File: config.mk
export PLATFORM = sky130hd
export DESIGN_NAME = fp_wb_arbiter
export DESIGN_NICKNAME = d
export VERILOG_FILES = /design/src/rtl/fp_wb_arbiter.sv
export SDC_FILE = /design/constraint.sdc
export NUM_CORES = 1
export LEC_CHECK = 0
export BUFFER_PORTS_ARGS = -buffer_cell sky130_fd_sc_hd__buf_2
export CORE_UTILIZATION = 40
export DETAILED_ROUTE_END_ITERATION = 12
export PLACE_DENSITY_LB_ADDON = 0.08
export SLEW_MARGIN = 10
export SYNTH_ARGS = -nofsm -noshare
export SYNTH_HDL_FRONTEND = slang
export SYNTH_SLANG_ARGS = --single-unit
File: constraint.sdc
create_clock -name clk -period 2.5 [get_ports clk]
set_input_delay 0.125 -clock clk [delete_from_list [all_inputs] [get_ports clk]]
set_output_delay 0.125 -clock clk [all_outputs]
set_load 0.02 [all_outputs]
File: src/rtl/fp_wb_arbiter.sv
// ----------------------------------------------------------------------------
// fp_wb_arbiter
//
// Merges the two FP intermediate writeback sources into one registered
// writeback port toward the FP writeback/normalize stage.
//   Source 0 : fused add/madd path (default priority, so the longer FMA
//              pipeline drains first)
//   Source 1 : standalone multiply path
// A one-entry output register decouples the sources from downstream
// backpressure; a held result can be drained and replaced on the same edge.
//
// Optional feature (macro FP_WB_ARB_STARVATION_EN):
//   A 4-bit counter tracks consecutive arbitrations the mul source lost to
//   madd. Once it reaches STARVE_LIMIT, mul wins the next accepted cycle.
//   With the macro undefined, pure fixed priority applies.
//
// Ports:
//   clk, rst                 clock, asynchronous active-high reset
//   madd_done/id/rd/fflags   madd source request and payload (held until ack)
//   madd_ack                 madd result captured this cycle (combinational)
//   mul_done/id/rd/fflags    mul source request and payload (held until ack)
//   mul_ack                  mul result captured this cycle (combinational)
//   wb_valid/id/rd/fflags    registered output result
//   wb_src                   0 = madd, 1 = mul
//   wb_ack                   downstream consumed the held result this cycle
// ----------------------------------------------------------------------------
module fp_wb_arbiter #(
    parameter int unsigned FLEN         = 64,
    parameter int unsigned ID_WIDTH     = 3,
    parameter int unsigned STARVE_LIMIT = 4
) (
    input  logic                clk,
    input  logic                rst,

    input  logic                madd_done,
    input  logic [ID_WIDTH-1:0] madd_id,
    input  logic [FLEN-1:0]     madd_rd,
    input  logic [4:0]          madd_fflags,
    output logic                madd_ack,

    input  logic                mul_done,
    input  logic [ID_WIDTH-1:0] mul_id,
    input  logic [FLEN-1:0]     mul_rd,
    input  logic [4:0]          mul_fflags,
    output logic                mul_ack,

    output logic                wb_valid,
    output logic [ID_WIDTH-1:0] wb_id,
    output logic [FLEN-1:0]     wb_rd,
    output logic [4:0]          wb_fflags,
    output logic                wb_src,
    input  logic                wb_ack
);

    // ------------------------------------------------------------------------
    // Output register state
    // ------------------------------------------------------------------------
    logic                wb_valid_q, wb_valid_d;
    logic [ID_WIDTH-1:0] wb_id_q,    wb_id_d;
    logic [FLEN-1:0]     wb_rd_q,    wb_rd_d;
    logic [4:0]          wb_fflags_q, wb_fflags_d;
    logic                wb_src_q,   wb_src_d;

    // ------------------------------------------------------------------------
    // Arbitration
    // ------------------------------------------------------------------------
    logic can_accept;
    logic force_mul;
    logic grant_madd;
    logic grant_mul;

    // Register is free when empty or being drained this same cycle. Reset
    // blocks acceptance so no source is acked while rst is held.
    assign can_accept = ~rst & (~wb_valid_q | wb_ack);

`ifdef FP_WB_ARB_STARVATION_EN
    // Consecutive lost arbitrations of a waiting mul result; saturates at
    // the limit, which then overrides the madd priority.
    localparam logic [3:0] StarveLimit = 4'(STARVE_LIMIT);

    logic [3:0] starve_cnt_q, starve_cnt_d;

    assign force_mul = mul_done & can_accept & (starve_cnt_q == StarveLimit);
`else
    // Limit only matters with the starvation counter present.
    logic [3:0] unused_starve_limit;
    assign unused_starve_limit = 4'(STARVE_LIMIT);

    assign force_mul = 1'b0;
`endif

    always_comb begin
        grant_madd = 1'b0;
        grant_mul  = 1'b0;
        if (can_accept) begin
            if (force_mul) begin
                grant_mul = 1'b1;
            end else if (madd_done) begin
                grant_madd = 1'b1;
            end else if (mul_done) begin
                grant_mul = 1'b1;
            end
        end
    end

    assign madd_ack = grant_madd;
    assign mul_ack  = grant_mul;

`ifdef FP_WB_ARB_STARVATION_EN
    always_comb begin
        starve_cnt_d = starve_cnt_q;
        if (!mul_done || grant_mul) begin
            starve_cnt_d = 4'd0;
        end else if (grant_madd && (starve_cnt_q != StarveLimit)) begin
            starve_cnt_d = starve_cnt_q + 4'd1;
        end
    end

    always_ff @(posedge clk or posedge rst) begin
        if (rst) begin
            starve_cnt_q <= 4'd0;
        end else begin
            starve_cnt_q <= starve_cnt_d;
        end
    end
`endif

    // ------------------------------------------------------------------------
    // Output register next state
    // ------------------------------------------------------------------------
    always_comb begin
        wb_valid_d  = wb_valid_q;
        wb_id_d     = wb_id_q;
        wb_rd_d     = wb_rd_q;
        wb_fflags_d = wb_fflags_q;
        wb_src_d    = wb_src_q;
        if (grant_madd) begin
            // Refill covers the same-cycle drain case as well.
            wb_valid_d  = 1'b1;
            wb_id_d     = madd_id;
            wb_rd_d     = madd_rd;
            wb_fflags_d = madd_fflags;
            wb_src_d    = 1'b0;
        end else if (grant_mul) begin
            wb_valid_d  = 1'b1;
            wb_id_d     = mul_id;
            wb_rd_d     = mul_rd;
            wb_fflags_d = mul_fflags;
            wb_src_d    = 1'b1;
        end else if (wb_ack) begin
            // Data fields keep their last value once drained.
            wb_valid_d  = 1'b0;
        end
    end

    always_ff @(posedge clk or posedge rst) begin
        if (rst) begin
            wb_valid_q  <= 1'b0;
            wb_id_q     <= '0;
            wb_rd_q     <= '0;
            wb_fflags_q <= 5'd0;
            wb_src_q    <= 1'b0;
        end else begin
            wb_valid_q  <= wb_valid_d;
            wb_id_q     <= wb_id_d;
            wb_rd_q     <= wb_rd_d;
            wb_fflags_q <= wb_fflags_d;
            wb_src_q    <= wb_src_d;
        end
    end

    assign wb_valid  = wb_valid_q;
    assign wb_id     = wb_id_q;
    assign wb_rd     = wb_rd_q;
    assign wb_fflags = wb_fflags_q;
    assign wb_src    = wb_src_q;

endmodule

==> results.py, run 1 <==
metrics = {
    "clock_tree": {
        "clk_latency_ns": 0.35,
        "clockBufferDepth": 2,
        "clkTransAtPathRegs_ns": 0.08,
        "cts_htree_levels": 3,
        "cts.repair.resized": 0,
        "cts_tree": "done",
        "cts-root-buf": "clkbuf_8",
        "clock-sinks": 74,
        "numCtsBuffers": 9,
    },
    "setup_path": {
        "crit_chain": "dlygate4sd3_1 -> buf_2 -> clkinv_2 -> nand2_2 -> buf_4 -> o2bb2ai_1",
        "critical_path.startpoint": "rst",
        "r2r_cells": 4,
        "crit_fanout": 37,
        "r2r_slack_ns": 0.67,
        "end_kind": "register",
        "path_buf_inv": 4,
        "regToRegStartpoint": "wb_valid",
        "cp_data_arrival_time_ns": 2.37,
        "cp_slowest_stage_delay_ns": 0.72,
        "critical_path.slowest_cell": "nand2_2",
        "critPathLaunchType": "primary input",
        "worst-setup-path-type": "primary input to register",
        "required_ns": 2.73,
        "critPathTopFamily": "buffers and inverters",
        "cp.depth": 6,
    },
    "floorplan": {
        "die_h_um": 101,
        "initial_core_util": 0.417,
        "placement_rows": 35,
        "dieArea_sq_um": 10100,
        "core_region_area_sq_um": 9330,
        "die_w_um": 101,
        "ios": 225,
    },
    "routing": {
        "drtPass1Iterations": 4,
        "drt_wl_total_mm": 11.5,
        "vias_per_cell": 5.46,
        "postRouteAntennaNets": 0,
        "route.detailed.drc": 0,
        "wire_per_inst_um": 16.3,
        "vias": 3865,
        "drt_iter0_drc": 180,
    },
    "power": {
        "p_comb_frac": 0.318,
        "sw_frac_of_total": 0.346,
        "p_leak_uw": 0.00278,
        "switchingPower_uw": 1260,
        "clkPwrFrac": 0.251,
        "power.density_nw_per_um2": 660,
        "vdd_drop_max_mv": 0.333,
        "p_seq_frac": 0.430,
        "p_int_uw": 2380,
    },
    "logic_synthesis": {
        "synthCells": 344,
        "synth_warnings": 0,
        "avgSynthCellArea_sq_um": 11.3,
        "netlist_area_sq_um": 3890,
        "synth.distinct_cells": 20,
        "synth_nets": 493,
        "synth-seq-area-share": 0.476,
        "synth_seq_cells": 74,
    },
    "global_routing": {
        "track_usage": 0.229,
        "grt_max_degree": 60,
        "antenna_found_initial": 1,
        "grt_pass1_vias": 3620,
        "grt_pass1_wl_mm": 17.9,
        "grt_remaining_overflow": 0,
    },
    "finish": {
        "layoutNonFillerInstCount": 708,
        "diodes": 0,
        "fillers": 838,
        "drive_above_1_share": 0.446,
        "area_growth_pct": 41.4,
        "fin_nets": 723,
    },
    "place": {
        "hpwl_mm": 7.86,
        "portBuffers": 224,
        "post-place-cells": 668,
        "place.gp.congestion": 0.796,
    },
    "timing": {
        "hold_violations": 0,
        "setup_viol_count_final": 0,
        "tightest_slew_ns": 1.05,
        "rsz0062_at_grt": "no",
        "slew_violations": 0,
        "finalCriticalPeriod_ns": 2.14,
        "fin_worst_skew_ns": 0.00603,
        "max_freq_mhz": 467,
        "maxSlewHeadroom": 0.296,
        "setup_tns_ns": 0,
        "post-route-period-util": 0.857,
    },
    "outcome": {
        "outcome": "finished, final reports clean",
    },
    "hold_path": {
        "whs_path_depth": 2,
        "min_from": "madd_rd[63]",
        "hold_class": "primary input to register",
    },
    "job": {
        "drv_cap": 0,
    },
}
-- final cells by class --
class / instances / area [sq um] / share of cell area
clock buffer: 9 / 124 / 0.0225
inverter: 1 / 5.00 / 0.000909
clock inverter: 7 / 70.1 / 0.0127
multi-input combinational: 227 / 1830 / 0.333
sequential: 74 / 1850 / 0.336
timing repair buffer: 261 / 1460 / 0.265
tap: 129 / 161 / 0.0293
-- cells in the mapped netlist --
| cell type | n | area (sq um) |
|---|---|---|
| nor2_1 | 2 | 7.51 |
| buf_1 | 5 | 18.8 |
| o21ai_0 | 1 | 5.00 |
| clkbuf_1 | 8 | 30.0 |
| buf_2 | 23 | 115 |
| a21oi_1 | 39 | 195 |
| nor2_2 | 1 | 6.26 |
| dfrtp_1 | 74 | 1850 |
| nand2_1 | 1 | 3.75 |
| a32o_1 | 34 | 340 |
| inv_2 | 1 | 3.75 |
| buf_4 | 6 | 45.0 |
| and3_1 | 1 | 6.26 |
| nand2_2 | 1 | 6.26 |
| a221o_1 | 34 | 340 |
| o2bb2ai_1 | 38 | 333 |
| nor2b_1 | 30 | 188 |
| o211ai_1 | 1 | 7.51 |
| nand2b_4 | 1 | 13.8 |
| and3b_1 | 43 | 377 |
-- flip-flops by register name (all words and copies together), names as in the netlist --
signal	flops
wb_valid	1
wb_fflags	5
wb_src	1
wb_id	3
wb_rd	64
-- placed cells by master (no fill, tap or decap), types with 2 or more instances in the layout --
master	netlist	routed
a21oi_1	39	39
dfrtp_1	74	74
a221o_1	34	34
nor2_1	2	2
a32o_1	34	34
dlygate4sd3_1	0	24
buf_4	6	14
clkinv_4	0	2
o2bb2ai_1	38	38
clkinv_2	0	4
and3b_1	43	43
buf_2	23	223
clkbuf_8	0	9
nor2b_1	30	29
-- cells by family after synthesis --
logic type / Yosys count / synth area share
flip-flops: 74 / 0.476
AO/OA/AOI/OAI: 147 / 0.314
AND/OR/NAND/NOR: 80 / 0.156
buffers and inverters: 43 / 0.0546
-- timing repair --
action,in CTS,in global routing
endpoints found under the hold margin,36,2
endpoints found under the setup margin,0,0
hold buffers,22,2
setup buffers,0,0
-- worst paths after layout --
| kind | end |
|---|---|
| hold reg to reg | wb_rd[17] |
| max in group asynchronous | wb_rd[34] |
| min in group asynchronous | wb_rd[63] |
| setup / recovery | wb_rd[44] |
| setup reg to reg | wb_rd[44] |
| hold / removal | wb_rd[63] |
-- power groups by stage --
| stage | Sequential (uW) | Clock (uW) | Combinational [uW] |
|---|---|---|---|
| global placement | 1580 | 0 | 1120 |
| global route | 1590 | 998 | 1240 |
| finish | 1560 | 914 | 1160 |
| detailed placement | 1580 | 0 | 1140 |
| floorplan | 1840 | 0 | 423 |
| CTS | 1560 | 941 | 1160 |
-- metal layers --
layer | part of all wire | vias up | global-route usage | wire (um)
li1 | - | 1835 | - | -
met1 | 0.43 | 1857 | 0.292 | 4940
met2 | 0.49 | 155 | 0.379 | 5640
met3 | 0.066 | 16 | 0.0624 | 766
met4 | 0.015 | 2 | 0.0702 | 174
met5 | 0.0011 | - | 0 | 13
-- metrics by stage --
stage	setup WS (ns)	utilization	hold slack (ns)	instance area, sq um	total power (uW)
finish	0.357	0.590	0.0145	5510	3630
detailed placement	0.557	0.544	0.141	5070	2720
global route	0.179	0.590	0.0000120	5510	3830
CTS	0.386	0.588	0.000319	5490	3670
floorplan	0.507	-	0.237	3890	2260
global placement	0.592	0.544	0.135	5070	2700
Power figures use the tool's default switching activity.
==> inputs of run 2 (changes only) <==
--- a/config.mk
+++ b/config.mk
@@ -5,10 +5,12 @@
 export SDC_FILE = /design/constraint.sdc
 export NUM_CORES = 1
 export LEC_CHECK = 0
-export BUFFER_PORTS_ARGS = -buffer_cell sky130_fd_sc_hd__buf_2
+export ABC_CLOCK_PERIOD_IN_PS = 2500
 export CORE_UTILIZATION = 40
 export DETAILED_ROUTE_END_ITERATION = 12
+export DONT_BUFFER_PORTS = 1
 export PLACE_DENSITY_LB_ADDON = 0.08
+export REMOVE_ABC_BUFFERS = 1
 export SLEW_MARGIN = 10
 export SYNTH_ARGS = -nofsm -noshare
 export SYNTH_HDL_FRONTEND = slang
==> run 2 against run 1 <==
  * Sequential power is 21% higher
  * Non-clock buffer count fell by 157
  * Sequential share of layout area up 2.9 points
  * Die area stayed put
  * Final area fell by 8.0%
  * Worst hold slack worse by 0.0021 ns
==> results.py, run 2 (synthesis results as in run 1) <==
metrics = {
    "job": {
        "drv_cap": 0,
    },
    "routing": {
        "vias": 3292,
        "wire_per_inst_um": 20.1,
        "vias_per_cell": 5.97,
        "drt_iter0_drc": 157,
        "drt_wl_total_mm": 11.1,
        "drtPass1Iterations": 5,
        "postRouteAntennaNets": 0,
        "route.detailed.drc": 0,
    },
    "setup_path": {
        "required_ns": 2.38,
        "end_kind": "output port",
        "regToRegStartpoint": "wb_valid",
        "crit_fanout": 40,
        "critical_path.slowest_cell": "dfrtp_1",
        "worst-setup-path-type": "register to output port",
        "crit_chain": "nand2b_4 -> and3_1 -> buf_4",
        "critical_path.startpoint": "wb_valid",
        "cp_data_arrival_time_ns": 1.90,
        "cp_slowest_stage_delay_ns": 0.48,
        "critPathLaunchType": "register",
    },
    "clock_tree": {
        "clk_latency_ns": 0.34,
        "clock-sinks": 74,
        "clkTransAtPathRegs_ns": 0.08,
        "cts_tree": "done",
        "cts.repair.resized": 0,
        "numCtsBuffers": 9,
        "clockBufferDepth": 2,
        "cts_setup_buffers": 0,
        "cts-root-buf": "clkbuf_8",
        "cts_htree_levels": 3,
    },
    "timing": {
        "fin_worst_skew_ns": 0.00674,
        "post-route-period-util": 0.811,
        "max_freq_mhz": 493,
        "hold_violations": 0,
        "finalCriticalPeriod_ns": 2.03,
        "maxSlewHeadroom": 0.685,
        "rsz0062_at_grt": "no",
        "slew_violations": 0,
        "tightest_slew_ns": 0.472,
        "setup_slack_ns": 0.472,
        "holdWs_ns": 0.0123,
        "setup_viol_count_final": 0,
    },
    "place": {
        "place.gp.congestion": 0.680,
        "portBuffers": 0,
        "post-place-cells": 440,
        "place_ws_ns": 0.623,
        "hpwl_mm": 6.51,
    },
    "hold_path": {
        "min_from": "madd_rd[20]",
        "hold_class": "primary input to register",
    },
    "finish": {
        "fillers": 847,
        "area_growth_pct": 30.0,
        "finish.utilization": 0.543,
        "fin_nets": 566,
        "largest_reg_flops": 64,
        "diodes": 0,
        "final_cell_mix": "dlygate4sd3_1, dfrtp_1, and3b_1",
        "drive_above_1_share": 0.0687,
        "layoutNonFillerInstCount": 551,
        "layout.cells.most_common": "dlygate4sd3_1",
    },
    "power": {
        "p_seq_frac": 0.556,
        "switchingPower_uw": 1170,
        "p_comb_frac": 0.174,
        "p_int_uw": 2230,
        "vdd_drop_max_mv": 0.317,
        "power.density_nw_per_um2": 671,
        "clkPwrFrac": 0.270,
        "p_leak_uw": 0.00211,
        "sw_frac_of_total": 0.343,
    },
    "global_routing": {
        "track_usage": 0.210,
        "grt_use_met1": 0.267,
        "grt_use_met2": 0.346,
        "antenna_found_initial": 0,
        "grt_remaining_overflow": 0,
        "use_met3": 0.0645,
        "grt_max_degree": 115,
        "busiest_layer": "met2",
        "grt_pass1_vias": 3184,
        "grt_pass1_wl_mm": 16.6,
    },
    "floorplan": {
        "placement_rows": 35,
        "initial_core_util": 0.417,
        "die_h_um": 101,
        "ios": 225,
        "core_region_area_sq_um": 9330,
        "die_w_um": 101,
        "dieArea_sq_um": 10100,
    },
    "outcome": {
        "outcome": "finished, final reports clean",
    },
}
-- run 2: cell types whose count changed in the layout (fill, tap and decap cells not counted) --
| cell | delta |
|---|---|
| buf_2 | -223 |
| dlygate4sd3_1 | +71 |
| buf_4 | -5 |
| clkinvlp_4 | +1 |
| clkinv_2 | -2 |
| clkbuf_1 | +1 |
-- run 2: cell type report --
class	count	area, sq um	share of cell area
Sequential cell	74	1850	0.366
Inverter	1	5.00	0.000988
Multi-Input combinational cell	227	1830	0.362
Timing Repair Buffer	104	1020	0.201
Tap cell	129	161	0.0319
Clock inverter	6	67.6	0.0133
Clock buffer	10	128	0.0252
-- run 2: path summary, 6_finish.rpt --
| path | to | cells after the start | slack [ns] |
|---|---|---|---|
| max reg2reg | wb_rd[62] | 4 | 0.60 |
| min in group asynchronous | wb_id[1] | 2 | 0.19 |
| max | madd_ack | 3 | 0.47 |
| min reg2reg | wb_rd[45] | 1 | 0.64 |
| min | wb_rd[20] | 2 | 0.01 |
| max in group asynchronous | wb_rd[15] | 4 | 1.38 |
-- run 2: layer usage --
layer | up-vias | routed length (um)
met2 | 153 | 5550
met5 | - | 0
met1 | 1607 | 4600
met3 | 7 | 860
li1 | 1525 | -
met4 | 0 | 85
-- run 2: per-stage QoR --
stage / TNS [ns] / total power, uW / instance area, sq um
final: 0 / 3400 / 5060
after floorplan: -8.10 / 2210 / 3680
after detailed placement: 0 / 2370 / 3920
after global placement: 0 / 2360 / 3920
after CTS: 0 / 3430 / 5020
after global routing: 0 / 3570 / 5060
-- run 2: what timing repair did --
item | CTS | global route
hold endpoints to repair | 112 | 4
endpoints found under the setup margin | 0 | 0
hold buffers | 91 | 4
-- run 2: power by group through the flow --
stage / Sequential [uW] / Clock, uW / Combinational, uW
floorplan: 1840 / 0 / 374
global placement: 1910 / 0 / 446
detailed placement: 1910 / 0 / 461
CTS: 1890 / 955 / 587
global route: 1910 / 1010 / 648
finish: 1890 / 916 / 590
-- run 2: critical path, delay by kind of cell (launching register included) --
family | cells | cell delay (ns)
DFF | 1 | 0.48
buffers and inverters | 1 | 0.40
and+or+nand+nor | 2 | 0.62
